## config.mk

```make
export PLATFORM = sky130hd
export DESIGN_NAME = deserializer_framed
export DESIGN_NICKNAME = d
export VERILOG_FILES = /design/src/rtl/deser_pkg.sv /design/src/rtl/deser_frame_check.sv /design/src/rtl/deserializer_framed.sv
export SDC_FILE = /design/constraint.sdc
export NUM_CORES = 1
export LEC_CHECK = 0
export ABC_AREA = 0
export ABC_CLOCK_PERIOD_IN_PS = 1850
export BUFFER_PORTS_ARGS = -buffer_cell sky130_fd_sc_hd__buf_2
export CAP_MARGIN = 10
export CORE_MARGIN = 2
export CORE_UTILIZATION = 24
export DETAILED_ROUTE_END_ITERATION = 8
export PLACE_DENSITY = 0.47
export SLEW_MARGIN = 30
export SYNTH_ARGS = -nofsm -noshare
export SYNTH_HDL_FRONTEND = slang
export SYNTH_SLANG_ARGS = --single-unit
```

## constraint.sdc

```tcl
create_clock -name RX_CLK -period 1.85 [get_ports RX_CLK]
set_clock_uncertainty 0.05 [all_clocks]
set_input_delay 0.37 -clock RX_CLK [delete_from_list [all_inputs] [get_ports RX_CLK]]
set_output_delay 0.37 -clock RX_CLK [all_outputs]
set_load 0.005 [all_outputs]
```

## src/rtl/deser_pkg.sv

```systemverilog
// Shared constants and helpers for the framed serial deserializer.
package deser_pkg;

  localparam int PAR_NONE = 0;
  localparam int PAR_EVEN = 1;
  localparam int PAR_ODD  = 2;

  typedef enum logic [1:0] {
    ERR_NONE   = 2'b00,
    ERR_SHORT  = 2'b01,
    ERR_LONG   = 2'b10,
    ERR_PARITY = 2'b11
  } err_code_e;

  // Serial frame width: payload plus an optional trailing parity bit.
  function automatic int fw(input int addr_w, input int data_w, input int parity);
    return addr_w + data_w + ((parity != PAR_NONE) ? 1 : 0);
  endfunction

endpackage

```

## src/rtl/deser_frame_check.sv

```systemverilog
// Classifies a frame at its load edge from the bit count, overrun and parity.
module deser_frame_check
  import deser_pkg::*;
#(
  parameter int FW     = 19,
  parameter int PARITY = 0,
  parameter int CW     = 5
) (
  input  logic [CW-1:0] count,
  input  logic          overrun,
  input  logic          par_acc,
  input  logic          bit_in,
  output logic          good,
  output logic [1:0]    err_code
);

  logic par_all;

  always_comb begin
    good     = 1'b0;
    err_code = ERR_NONE;
    par_all  = par_acc ^ bit_in;
    // count excludes the load bit itself, so total = count + 1
    if (overrun || (count >= CW'(FW))) begin
      err_code = ERR_LONG;
    end else if (count < CW'(FW - 1)) begin
      err_code = ERR_SHORT;
    end else if ((PARITY == PAR_EVEN) && par_all) begin
      err_code = ERR_PARITY;
    end else if ((PARITY == PAR_ODD) && !par_all) begin
      err_code = ERR_PARITY;
    end else begin
      good = 1'b1;
    end
  end

endmodule

```

## src/rtl/deserializer_framed.sv

```systemverilog
// Framed serial-to-parallel receiver: shifts bits on RX_CLK, validates the frame
// on RX_LOAD and presents a held address/data pair or an error pulse with code.
module deserializer_framed
  import deser_pkg::*;
#(
  parameter int ADDR_W    = 3,
  parameter int DATA_W    = 16,
  parameter int PARITY    = 0,
  parameter int MSB_FIRST = 1,
  parameter int ERRCNT_W  = 8
) (
  input  logic                RX_CLK,
  input  logic                RST,
  input  logic                RX_DATA,
  input  logic                RX_LOAD,
  input  logic                RX_STOP,
  output logic [ADDR_W-1:0]   P_ADDR,
  output logic [DATA_W-1:0]   P_DATA,
  output logic                P_ENA,
  output logic                P_ERR,
  output logic [1:0]          P_ERR_CODE,
  output logic [ERRCNT_W-1:0] ERR_CNT
);

  localparam int PL  = ADDR_W + DATA_W;
  localparam int FW  = fw(ADDR_W, DATA_W, PARITY);
  localparam int CW  = $clog2(FW + 1);
  localparam int SRW = FW - 1;

  logic [SRW-1:0]      sr_q, sr_d;
  logic [CW-1:0]       cnt_q, cnt_d;
  logic                ovr_q, ovr_d;
  logic                par_q, par_d;
  logic [ADDR_W-1:0]   addr_q, addr_d;
  logic [DATA_W-1:0]   data_q, data_d;
  logic                ena_q, ena_d;
  logic                err_q, err_d;
  logic [1:0]          code_q, code_d;
  logic [ERRCNT_W-1:0] ecnt_q, ecnt_d;

  logic [PL-1:0] frame;
  logic [PL-1:0] payload;
  logic          chk_good;
  logic [1:0]    chk_code;

  // frame[PL-1] is always b0; with parity the load bit is the parity bit.
  generate
    if (PARITY != PAR_NONE) begin : g_par_frame
      assign frame = sr_q;
    end else begin : g_raw_frame
      assign frame = {sr_q, RX_DATA};
    end

    if (MSB_FIRST != 0) begin : g_msb_first
      assign payload = frame;
    end else begin : g_lsb_first
      for (genvar gi = 0; gi < PL; gi++) begin : g_rev
        assign payload[gi] = frame[PL-1-gi];
      end
    end
  endgenerate

  deser_frame_check #(
    .FW     (FW),
    .PARITY (PARITY),
    .CW     (CW)
  ) u_check (
    .count    (cnt_q),
    .overrun  (ovr_q),
    .par_acc  (par_q),
    .bit_in   (RX_DATA),
    .good     (chk_good),
    .err_code (chk_code)
  );

  always_comb begin
    sr_d   = sr_q;
    cnt_d  = cnt_q;
    ovr_d  = ovr_q;
    par_d  = par_q;
    addr_d = addr_q;
    data_d = data_q;
    ena_d  = 1'b0;
    err_d  = 1'b0;
    code_d = code_q;
    ecnt_d = ecnt_q;
    if (RX_STOP) begin
      cnt_d = '0;
      ovr_d = 1'b0;
      par_d = 1'b0;
    end else begin
      sr_d = SRW'({sr_q, RX_DATA});
      if (RX_LOAD) begin
        cnt_d = '0;
        ovr_d = 1'b0;
        par_d = 1'b0;
        if (chk_good) begin
          ena_d  = 1'b1;
          addr_d = payload[PL-1 -: ADDR_W];
          data_d = payload[DATA_W-1:0];
        end else begin
          err_d  = 1'b1;
          code_d = chk_code;
          if (ecnt_q != '1) ecnt_d = ecnt_q + ERRCNT_W'(1);
        end
      end else begin
        par_d = par_q ^ RX_DATA;
        if (cnt_q == CW'(FW)) ovr_d = 1'b1;
        else                  cnt_d = cnt_q + CW'(1);
      end
    end
  end

  always_ff @(posedge RX_CLK) begin
    if (RST) begin
      sr_q   <= '0;
      cnt_q  <= '0;
      ovr_q  <= 1'b0;
      par_q  <= 1'b0;
      addr_q <= '0;
      data_q <= '0;
      ena_q  <= 1'b0;
      err_q  <= 1'b0;
      code_q <= '0;
      ecnt_q <= '0;
    end else begin
      sr_q   <= sr_d;
      cnt_q  <= cnt_d;
      ovr_q  <= ovr_d;
      par_q  <= par_d;
      addr_q <= addr_d;
      data_q <= data_d;
      ena_q  <= ena_d;
      err_q  <= err_d;
      code_q <= code_d;
      ecnt_q <= ecnt_d;
    end
  end

  assign P_ADDR     = addr_q;
  assign P_DATA     = data_q;
  assign P_ENA      = ena_q;
  assign P_ERR      = err_q;
  assign P_ERR_CODE = code_q;
  assign ERR_CNT    = ecnt_q;

endmodule

```

==> out/results.txt <==
Final Hold Fails -> 0
Sequential share of the synthesized area -> 51.6%
Drt wl/cell -> 12.1 um
CTS H-Tree Depth -> 2
Top Usage Layer GRT -> met2
RSZ-0062 raised after global routing -> no
Max Freq -> 565 MHz
Hold-fix buffers, CTS -> 0
TritonRoute pass-1 iters -> 4
Nets -> 266
Ys Warns -> 0
# port buffers -> 35
Synth Instances -> 213
Vias in the first global route -> 1592
Post-CTS Setup Inserts -> 0
Setup violations, final -> 0
Setup crit end kind -> flip-flop
Number of remaining DRC errors -> 0
Worst-Skew Late Latency -> 320 ps
Count of cell types in the netlist -> 35
Final ANT Viol Nets -> 0
Die Wd -> 98.3 um
Most common cell after layout, fill and taps aside -> dfxtp_1
Pwr Density -> 759 nW/um2
Worst-margin pin slew -> 491 ps
Drt total wl -> 4450 um
Avg Cell Area, Syn -> 10.0 um2
Vias -> 1625
CTS max path bufs -> 2
Syn_nets -> 220
CTS Root Cell -> clkbuf_8
Antenna cells -> 0
Core area -> 8680 um2
Worst setup SP type -> flip-flop
Placer Congestion -> 0.729
Grt met1 use -> 11.0%
Area Overhead vs Synth -> 24.0%
Tcrit/Tclk final -> 95.6%
Die height -> 98.3 um
Total die area -> 9670 um2
Min cycle time layout -> 1770 ps
Total power -> 0.00201 W
Outcome -> completed
Class of the worst hold path -> in -> reg
CTS Sinks -> 55
Max-Cap Viols -> 0
Grt met2 use -> 16.7%
Largest net degree at the start of global routing -> 26
Drt via density -> 4.42
Crit path DAT -> 1980 ps
# IOs -> 36
Static leakage -> 1.25 nW
Yosys reg bits -> 55
Layout cells sized above 1 -> 25.8%
Synthesized area -> 2140 um2
GRT met3 Usage -> 3.22%
Initial drt markers -> 47
First-pass GRT wire length -> 7500 um
Num CTS Buffers -> 5
DP Wirelength -> 3090 um
Initial Util -> 24.6%
Setup CP Type -> reg -> reg
Worst-path clk slew -> 110 ps
Initial antenna violation count -> 0
Crit Path Max Fanout -> 10
FP Rows -> 34
Max_slew headroom -> 67.0%
Gr ovfl total -> 0
Worst vdd ir -> 0.362 mV
Worst Path Required -> 2060 ps
GRT Util Overall -> 9.49%
Most frequent cells in the layout -> 53 x dfxtp_1, 48 x nor2_1, 38 x mux2i_1
Pins Over Slew Limit -> 0
CTS tree -> done
Final core occ -> 30.5%
registers in the layout, summed over array words and instances (netlist names):
name,count
ovr_q,1
ERR_CNT,8
P_ERR_CODE,2
P_ADDR,3
P_DATA,16
sr_q,18
cnt_q,5
P_ENA,1
P_ERR,1
power breakdown:
| part | internal (W) | total (W) | switching, W | leakage (nW) |
|---|---|---|---|---|
| Combinational | 0.0000362 | 0.0000853 | 0.0000491 | 0.757 |
| Clock | 0.000286 | 0.000727 | 0.000441 | 0.0515 |
| Sequential | 0.00119 | 0.00120 | 0.00000661 | 0.445 |
logic make-up (layout without fill, tap and decap cells):
kind of cell	count (synthesis)	count (layout)	synth area share (%)
compound gates	20	20	6.03
xor+xnor	3	3	1.23
fa+ha+maj	2	2	1.17
mux	39	39	18.3
buf+inv	14	61	2.99
simple gates	80	80	18.7
flops	55	55	51.6
synthesized netlist by cell type:
master	instances	share of area [%]
a41oi_1	1	0.41
buf_1	1	0.18
a21o_2	1	0.41
o41ai_1	1	0.41
ha_1	2	1.2
xor2_1	3	1.2
mux2i_1	38	18
or4b_1	1	0.47
a211oi_1	2	0.70
and4_1	2	0.82
mux2_1	1	0.53
buf_6	1	0.53
or3_1	2	0.59
inv_1	1	0.18
nor4_1	1	0.29
o21ai_0	2	0.47
or3_4	1	0.53
dfxtp_1	55	52
or4_1	3	1.1
nand4_1	1	0.29
nor4bb_1	1	0.47
nand3_1	6	1.4
or2b_1	1	0.35
a41o_1	1	0.47
nor4_4	1	1.0
a21oi_1	9	2.1
nand2_1	4	0.70
nor2b_1	1	0.29
nand3b_1	2	0.70
nor2_1	48	8.4
clkbuf_1	8	1.4
nor3_1	3	0.70
o31ai_1	3	1.1
buf_2	3	0.70
nand2b_1	2	0.59
worst max-delay path, stage by stage, from the launching register on:
cell     delay, ps
dfxtp_2        340
or3_4          380
a41o_4         270
or4_1          500
a21oi_1        160
layer usage:
| layer | wire length (um) | share of wire (%) |
|---|---|---|
| met3 | 158 | 3.5 |
| met4 | 23 | 0.52 |
| met1 | 2030 | 45 |
| met5 | 0 | 0 |
| met2 | 2250 | 50 |
path summary, 6_finish.rpt:
kind                                              endpoint                        from  slack (ps)  depth (start not counted)
worst max-delay path               ERR_CNT[3]$_SDFFE_PP0P_       cnt_q[2]$_SDFFE_PP0N_          80                          4
worst min-delay path                P_DATA[0]$_SDFFE_PP0P_                     RX_DATA         260                          3
worst max register to register     ERR_CNT[3]$_SDFFE_PP0P_       cnt_q[2]$_SDFFE_PP0N_          80                          4
worst min register to register  P_ERR_CODE[0]$_SDFFE_PP0P_  P_ERR_CODE[0]$_SDFFE_PP0P_         420                          2
layout make-up:
type                       count  area [um2]
inverter                       1        3.75
sequential                    55        1100
fill                         939        6030
multi-input combinational    144         988
timing repair buffer          52         315
tap                          108         135
clock inverter                 3        33.8
clock buffer                   5        68.8
timing repair:
| action | 4_1_cts | 5_1_grt |
|---|---|---|
| pin swaps | 0 | 1 |
| resized for setup | 2 | 0 |
| setup endpoints to repair | 4 | 2 |
per-stage QoR:
step	instances	hold slack, ps	setup slack [ps]	TNS [ps]	instance area [um2]
after floorplan	213	400	97.4	0	2140
after global placement	360	395	21.5	0	2530
after detailed placement	360	409	-16.6	-44.9	2530
after CTS	368	241	39.8	0	2650
after global routing	368	269	5.10	0	2650
final	368	256	81.2	0	2650
No activity file was read; power rests on OpenSTA's default activity.
